File: src/rtl/global_pkg.sv
// Shared types and constants for the main-memory read/write arbiter.
package global_pkg;

   localparam int MEM_AW          = 8;
   localparam int MEM_DW          = 16;
   localparam int INIT_CYCLES_DEF = 256;

   typedef enum logic [1:0] {
      INIT   = 2'd0,
      RUN    = 2'd1,
      LOCKED = 2'd2
   } arb_state_e;

endpackage

File: src/rtl/mem_rw_arbiter_if.sv
// Requester and memory-port bundle of mem_rw_arbiter; slave = arbiter side,
// master = requesters plus memory.
interface mem_rw_arbiter_if
   import global_pkg::*;
#(
   parameter int NREQ = 3
);

   logic [NREQ-1:0]              req_val_i;
   logic [NREQ-1:0][MEM_AW-1:0]  req_addr_i;
   logic [NREQ-1:0][MEM_DW-1:0]  req_wdata_i;
   logic [NREQ-1:0]              req_wen_i;
   logic [NREQ-1:0]              req_lock_i;
   logic [NREQ-1:0]              req_rdy_o;
   logic [NREQ-1:0]              rsp_val_o;
   logic [MEM_DW-1:0]            rsp_rdata_o;
   logic [MEM_AW-1:0]            mem_addr_o;
   logic [MEM_DW-1:0]            mem_wdata_o;
   logic                         mem_wen_o;
   logic                         mem_val_o;
   logic                         mem_rdy_i;
   logic [MEM_DW-1:0]            mem_rdata_i;

   modport slave (
      input  req_val_i, req_addr_i, req_wdata_i, req_wen_i, req_lock_i,
      input  mem_rdy_i, mem_rdata_i,
      output req_rdy_o, rsp_val_o, rsp_rdata_o,
      output mem_addr_o, mem_wdata_o, mem_wen_o, mem_val_o
   );

   modport master (
      output req_val_i, req_addr_i, req_wdata_i, req_wen_i, req_lock_i,
      output mem_rdy_i, mem_rdata_i,
      input  req_rdy_o, rsp_val_o, rsp_rdata_o,
      input  mem_addr_o, mem_wdata_o, mem_wen_o, mem_val_o
   );

endinterface

File: src/rtl/rr_picker.sv
// Combinational round-robin picker: first set request at or above the
// pointer, wrapping modulo NREQ.
module rr_picker #(
   parameter  int NREQ = 3,
   localparam int PW   = $clog2(NREQ)
) (
   input  logic [NREQ-1:0] req_i,
   input  logic [PW-1:0]   ptr_i,
   output logic            found_o,
   output logic [PW-1:0]   idx_o
);

   // Scan from farthest to nearest so the nearest hit is the one that sticks.
   always_comb begin
      found_o = 1'b0;
      idx_o   = '0;
      for (int k = NREQ - 1; k >= 0; k--) begin
         if (req_i[PW'((int'(ptr_i) + k) % NREQ)]) begin
            found_o = 1'b1;
            idx_o   = PW'((int'(ptr_i) + k) % NREQ);
         end
      end
   end

endmodule

File: src/rtl/mem_rw_arbiter.sv
// Round-robin arbiter for the shared main-memory rw port with 1-cycle responses.
// Define MEM_ARB_LOCK_EN to build the LOCKED state (requester holds the port).
module mem_rw_arbiter
   import global_pkg::*;
#(
   parameter int NREQ        = 3,
   parameter int INIT_CYCLES = INIT_CYCLES_DEF
) (
   input  logic             clk_i,
   input  logic             rst_ni,
   mem_rw_arbiter_if.slave  bus,
   output logic             busy_o
);

   localparam int PW = $clog2(NREQ);
   localparam int CW = $clog2(INIT_CYCLES + 1);

   arb_state_e      state_q, state_d;
   logic [CW-1:0]   cnt_q, cnt_d;
   logic [PW-1:0]   ptr_q, ptr_d;
   logic [NREQ-1:0] rsp_val_q, rsp_val_d;
   logic            rsp_rd_q, rsp_rd_d;
   logic            busy_q, busy_d;

   logic            pick_found;
   logic [PW-1:0]   pick_idx;
   logic            win_found;
   logic [PW-1:0]   win_idx;
   logic            accept;

`ifdef MEM_ARB_LOCK_EN
   logic [PW-1:0]   owner_q, owner_d;
`else
   logic            unused_lock;
   assign unused_lock = ^bus.req_lock_i;
`endif

   function automatic logic [PW-1:0] ptr_after(input logic [PW-1:0] i);
      return (int'(i) == NREQ - 1) ? '0 : i + 1'b1;
   endfunction

   rr_picker #(.NREQ(NREQ)) u_rr_picker (
      .req_i   (bus.req_val_i),
      .ptr_i   (ptr_q),
      .found_o (pick_found),
      .idx_o   (pick_idx)
   );

   always_comb begin
      win_found = 1'b0;
      win_idx   = pick_idx;
      case (state_q)
         RUN: win_found = pick_found;
`ifdef MEM_ARB_LOCK_EN
         LOCKED: begin
            win_found = bus.req_val_i[owner_q];
            win_idx   = owner_q;
         end
`endif
         default: win_found = 1'b0;
      endcase
      accept = win_found && bus.mem_rdy_i;
   end

   // Grant follows the memory's ready so a stalled port never accepts a beat.
   always_comb begin
      bus.req_rdy_o = '0;
      if (win_found) bus.req_rdy_o[win_idx] = bus.mem_rdy_i;
      bus.mem_val_o   = accept;
      bus.mem_addr_o  = win_found ? bus.req_addr_i[win_idx]  : '0;
      bus.mem_wdata_o = win_found ? bus.req_wdata_i[win_idx] : '0;
      bus.mem_wen_o   = win_found ? bus.req_wen_i[win_idx]   : 1'b0;
   end

   always_comb begin
      state_d   = state_q;
      cnt_d     = cnt_q;
      ptr_d     = ptr_q;
      rsp_val_d = '0;
      rsp_rd_d  = 1'b0;
`ifdef MEM_ARB_LOCK_EN
      owner_d   = owner_q;
`endif
      if (accept) begin
         rsp_val_d[win_idx] = 1'b1;
         rsp_rd_d           = !bus.req_wen_i[win_idx];
      end
      case (state_q)
         INIT: begin
            if (cnt_q == CW'(INIT_CYCLES - 1)) state_d = RUN;
            else                               cnt_d   = cnt_q + 1'b1;
         end
         RUN: begin
            if (accept) begin
               ptr_d = ptr_after(win_idx);
`ifdef MEM_ARB_LOCK_EN
               if (bus.req_lock_i[win_idx]) begin
                  state_d = LOCKED;
                  owner_d = win_idx;
               end
`endif
            end
         end
`ifdef MEM_ARB_LOCK_EN
         LOCKED: begin
            if (accept && !bus.req_lock_i[owner_q]) begin
               state_d = RUN;
               ptr_d   = ptr_after(owner_q);
            end
         end
`endif
         default: state_d = INIT;
      endcase
      busy_d = (state_d == INIT);
   end

   always_ff @(posedge clk_i or posedge rst_ni) begin
      if (rst_ni) begin
         state_q   <= INIT;
         cnt_q     <= '0;
         ptr_q     <= '0;
         rsp_val_q <= '0;
         rsp_rd_q  <= 1'b0;
         busy_q    <= 1'b1;
`ifdef MEM_ARB_LOCK_EN
         owner_q   <= '0;
`endif
      end else begin
         state_q   <= state_d;
         cnt_q     <= cnt_d;
         ptr_q     <= ptr_d;
         rsp_val_q <= rsp_val_d;
         rsp_rd_q  <= rsp_rd_d;
         busy_q    <= busy_d;
`ifdef MEM_ARB_LOCK_EN
         owner_q   <= owner_d;
`endif
      end
   end

   // Read data is taken straight from the memory in the response cycle.
   assign bus.rsp_val_o   = rsp_val_q;
   assign bus.rsp_rdata_o = rsp_rd_q ? bus.mem_rdata_i : '0;
   assign busy_o          = busy_q;

endmodule

File: src/flat_wrapper.sv
// flat-port wrapper written by rule: the top's interface ports become plain ports
module mem_rw_arbiter_flat import global_pkg::*;
#(
   parameter int NREQ        = 3,
   parameter int INIT_CYCLES = INIT_CYCLES_DEF
)
  (clk_i, rst_ni, busy_o, bus_req_val_i, bus_req_addr_i, bus_req_wdata_i, bus_req_wen_i, bus_req_lock_i, bus_mem_rdy_i, bus_mem_rdata_i, bus_req_rdy_o, bus_rsp_val_o, bus_rsp_rdata_o, bus_mem_addr_o, bus_mem_wdata_o, bus_mem_wen_o, bus_mem_val_o);
  mem_rw_arbiter_if #(.NREQ(NREQ)) bus_i ();
  input  logic clk_i;
  input  logic rst_ni;
  output logic busy_o;
  input wire logic [$bits(bus_i.req_val_i)-1:0] bus_req_val_i;
  input wire logic [$bits(bus_i.req_addr_i)-1:0] bus_req_addr_i;
  input wire logic [$bits(bus_i.req_wdata_i)-1:0] bus_req_wdata_i;
  input wire logic [$bits(bus_i.req_wen_i)-1:0] bus_req_wen_i;
  input wire logic [$bits(bus_i.req_lock_i)-1:0] bus_req_lock_i;
  input wire logic [$bits(bus_i.mem_rdy_i)-1:0] bus_mem_rdy_i;
  input wire logic [$bits(bus_i.mem_rdata_i)-1:0] bus_mem_rdata_i;
  output wire logic [$bits(bus_i.req_rdy_o)-1:0] bus_req_rdy_o;
  output wire logic [$bits(bus_i.rsp_val_o)-1:0] bus_rsp_val_o;
  output wire logic [$bits(bus_i.rsp_rdata_o)-1:0] bus_rsp_rdata_o;
  output wire logic [$bits(bus_i.mem_addr_o)-1:0] bus_mem_addr_o;
  output wire logic [$bits(bus_i.mem_wdata_o)-1:0] bus_mem_wdata_o;
  output wire logic [$bits(bus_i.mem_wen_o)-1:0] bus_mem_wen_o;
  output wire logic [$bits(bus_i.mem_val_o)-1:0] bus_mem_val_o;
  assign bus_i.req_val_i = bus_req_val_i;
  assign bus_i.req_addr_i = bus_req_addr_i;
  assign bus_i.req_wdata_i = bus_req_wdata_i;
  assign bus_i.req_wen_i = bus_req_wen_i;
  assign bus_i.req_lock_i = bus_req_lock_i;
  assign bus_i.mem_rdy_i = bus_mem_rdy_i;
  assign bus_i.mem_rdata_i = bus_mem_rdata_i;
  assign bus_req_rdy_o = bus_i.req_rdy_o;
  assign bus_rsp_val_o = bus_i.rsp_val_o;
  assign bus_rsp_rdata_o = bus_i.rsp_rdata_o;
  assign bus_mem_addr_o = bus_i.mem_addr_o;
  assign bus_mem_wdata_o = bus_i.mem_wdata_o;
  assign bus_mem_wen_o = bus_i.mem_wen_o;
  assign bus_mem_val_o = bus_i.mem_val_o;
  mem_rw_arbiter #(.NREQ(NREQ), .INIT_CYCLES(INIT_CYCLES)) u_core (.clk_i(clk_i), .rst_ni(rst_ni), .bus(bus_i), .busy_o(busy_o));
endmodule
File: config.mk
export PLATFORM = sky130hd
export DESIGN_NAME = mem_rw_arbiter_flat
export DESIGN_NICKNAME = d
export VERILOG_FILES = /design/src/rtl/global_pkg.sv /design/src/rtl/mem_rw_arbiter_if.sv /design/src/rtl/rr_picker.sv /design/src/rtl/mem_rw_arbiter.sv /design/src/flat_wrapper.sv
export SDC_FILE = /design/constraint.sdc
export NUM_CORES = 1
export LEC_CHECK = 0
export ABC_AREA = 0
export BUFFER_PORTS_ARGS = -buffer_cell sky130_fd_sc_hd__buf_2
export CAP_MARGIN = 20
export CORE_MARGIN = 4
export CORE_UTILIZATION = 44
export DETAILED_ROUTE_END_ITERATION = 16
export PLACE_DENSITY = 0.88
export SYNTH_ARGS = -nofsm -noshare
export SYNTH_HDL_FRONTEND = slang
export SYNTH_SLANG_ARGS = --single-unit
File: constraint.sdc
create_clock -name clk_i -period 3.8 [get_ports clk_i]
set_input_delay 0 -clock clk_i [delete_from_list [all_inputs] [get_ports clk_i]]
set_output_delay 0 -clock clk_i [all_outputs]
set_load 0.05 [all_outputs]
==> flow_summary.toml <==
[timing]
setup_tns_ns = 0
slew_headroom_pct = 53.33
report.final.slew_viol_count = 0
skew_ns = 0.003028
hold_viol = 0
timing.hold.ws_ns = 0.1130
worst_pin_slew_ns = 0.6985
fmax_mhz = 324.0
finalSetupViolCount = 0
grt_setup_unrepaired = "false"
post-route-period-util_pct = 81.22
fin_crit_ns = 3.087

[place]
placed_cell_area_um2 = 2618
gp_congestion = 0.7593
hpwl_um = 4719
port_buffers = 145

[grt]
use_met3_pct = 3.243
antenna_found_initial = 0
grt_use_met2_pct = 38.48
track_usage_pct = 20.00
grt_max_degree = 36
grt.overflow.total = 0
grt_pass1_vias = 2031
met1_usage_pct = 22.34
grt.busiest_layer = "met2"
grt_pass1_wl_um = 8769

[clock_tree]
cts_tree = "built"
cts_resized = 0
htreeDepth = 1
post_cts_buffers = 0
cts_max_path_buffers = 2
hold_buffers = 1
clkSlewWorstSetupHoldPaths_ns = 0.06
cts.sinks = 18
cts-root-buf = "clkbuf_8"
worstSkewPairLatency_ns = 0.25
numCtsBuffers = 3

[synth]
synth_area_leaders = "dfrtp_1 (22%), a311oi_2 (15%), nand2_1 (10%), nor2_1 (5.9%), and2_1 (5.2%)"
synth_fp_nets = 332
syn-cell-area_um2 = 1917
synth_adder_area_share_pct = 3.264
synthXorXnorAreaFrac_pct = 3.198
yosys_warnings = 0
synth_top_area_share_pct = 22.19
synth-edff-count = 0
synth_flop_cell = "dfrtp_1"
synth_top_family_by_area = "simple AND/OR/NAND/NOR gates"
synthArstFlopShare_pct = 100.0
syn_inst = 227
ys_ff_latch = 18
avgSynthCellArea_um2 = 8.444
synth_seq_area_share_pct = 23.56
synth_compound_area_share_pct = 27.55
synth.distinct_cells = 47
synthMuxAreaShare_pct = 2.872
synth-simple-area-share_pct = 31.01
yosysTopAreaCell = "dfrtp_1"

[worst_setup_path]
cp-end-kind = "primary output"
crit_arrival_ns = 3.09
slowest_delay_ns = 0.63
crit_chain = "inv_1, ha_1, mux2i_4, o221ai_2, a21oi_4, nand2_1, a311oi_2, buf_2"
path_delay_family = "compound AO/OA/AOI/OAI gates"
critical-path-slowest-cell = "a21oi_4"
required_ns = 3.80
worst_setup_path_start_kind = "flip-flop"
crit_buf_inv = 2
path_class = "reg2out"
crit_fanout = 27

[route]
drcViolationCount = 0
ant_nets = 0
route.detailed.wl_per_inst_um = 14.13
drtPass1Iterations = 4
vias = 2151
wl_um = 5820
drt_iter0_drc = 74
viasPerCell = 5.221

[finish]
mostFrequentLayoutCells = "buf_2 (145), nand2_1 (52), nor2_1 (30)"
drive_above_1_share_pct = 51.38
diodes = 0
final_common_cell = "buf_2"
area_growth_pct = 39.43
layout.nets = 468
final_core_util_pct = 64.94
postLayoutCellArea_um2 = 2673

[die]
io_pins = 149
num_rows = 23
die_x_um = 74.01
core_area_um2 = 4115
fp.dieH_um = 74.01
initial_utilization_pct = 46.58
die-area_um2 = 5477

[min_path]
worstHoldPathType = "in2reg"

[job]
maxCapViolCount = 0

[power_and_ir_drop]
p_leak_nw = 1.426
power_density_nw_per_um2 = 210.5
ir_drop_mv = 0.1444

[run_status]
outcome = "finished clean"
## registers in the layout, indices dropped and copies added (netlist names)
signal / count
u_core.state_q: 2
u_core.ptr_q: 2
u_core.rsp_rd_q: 1
u_core.bus.rsp_val_o: 3
u_core.cnt_q: 9
u_core.busy_o: 1
## layer usage
layer  vias up  part of all wire, %
met3         8                  9.7
met1       980                   37
li1       1059                    -
met4         0                  1.5
met2       104                   52
met5         -                    0
## path summary, 6_finish.rpt
kind	from	end	slack, ns	cells after the start
max	u_core.ptr_q[1]$_DFFE_PP0P_	bus_mem_addr_o[4]	0.71	8
min	bus_mem_rdy_i	u_core.bus.rsp_val_o[0]$_DFF_PP0_	0.11	3
max reg2reg	u_core.ptr_q[1]$_DFFE_PP0P_	u_core.ptr_q[1]$_DFFE_PP0P_	1.15	8
min reg2reg	u_core.cnt_q[7]$_DFFE_PP0P_	u_core.cnt_q[7]$_DFFE_PP0P_	0.48	1
max in group asynchronous	rst_ni	u_core.ptr_q[0]$_DFFE_PP0P_	2.99	3
min in group asynchronous	rst_ni	u_core.cnt_q[5]$_DFFE_PP0P_	0.39	3
## Yosys cell counts, drive strengths merged, types with 2 or more instances
master	count
a2111oi	2
a21bo	2
a21o	3
a21oi	4
a311oi	24
and2	16
and3	3
buf	12
clkbuf	5
dfrtp	17
ha	5
inv	9
mux2	2
mux2i	2
nand2	52
nand2b	4
nand3	3
nor2	30
nor2b	4
nor4b	2
o21a	2
o221ai	2
or2	3
xnor2	5
xor2	2
## worst register-to-register path: stages (launching register included)
cell and delay, ns:
dfrtp_1 0.41, inv_1 0.07, ha_1 0.41, mux2i_4 0.34, nor2_1 0.10, o41ai_4 0.47
buf_4 0.44, a2111oi_2 0.12, a21o_1 0.18
## power by group
| part | total (mW) | internal, mW | switching (mW) | leakage, nW |
|---|---|---|---|---|
| logic | 0.167 | 0.0875 | 0.0790 | 1.17 |
| clock network | 0.132 | 0.0743 | 0.0580 | 0.0228 |
| registers | 0.264 | 0.230 | 0.0335 | 0.230 |
## layout make-up
cell class / count / area, µm²
clock buffer: 4 / 45.04
inverter: 9 / 33.78
sequential: 18 / 451.7
timing repair buffer: 148 / 763.2
tap: 50 / 62.56
multi-input combinational: 183 / 1316
fill: 349 / 1443
## cells by family (layout without fill, tap and decap cells)
group	count (synthesis)	after routing
AND/OR/NAND/NOR	123	123
AO/OA/AOI/OAI	43	43
buffers and inverters	26	161
flip-flops	18	18
XOR/XNOR	7	7
adder cells (fa/ha/maj)	5	5
multiplexers	4	4
other	1	1
## stage by stage
step	worst slack [ns]	power, mW	cells
floorplan	0.8541	0.3623	227
global placement	1.073	0.4223	407
detailed placement	0.9913	0.4336	407
CTS	0.6877	0.5686	412
global route	0.4743	0.6064	412
finish	0.7135	0.5627	412
Power figures use the tool's default switching activity.
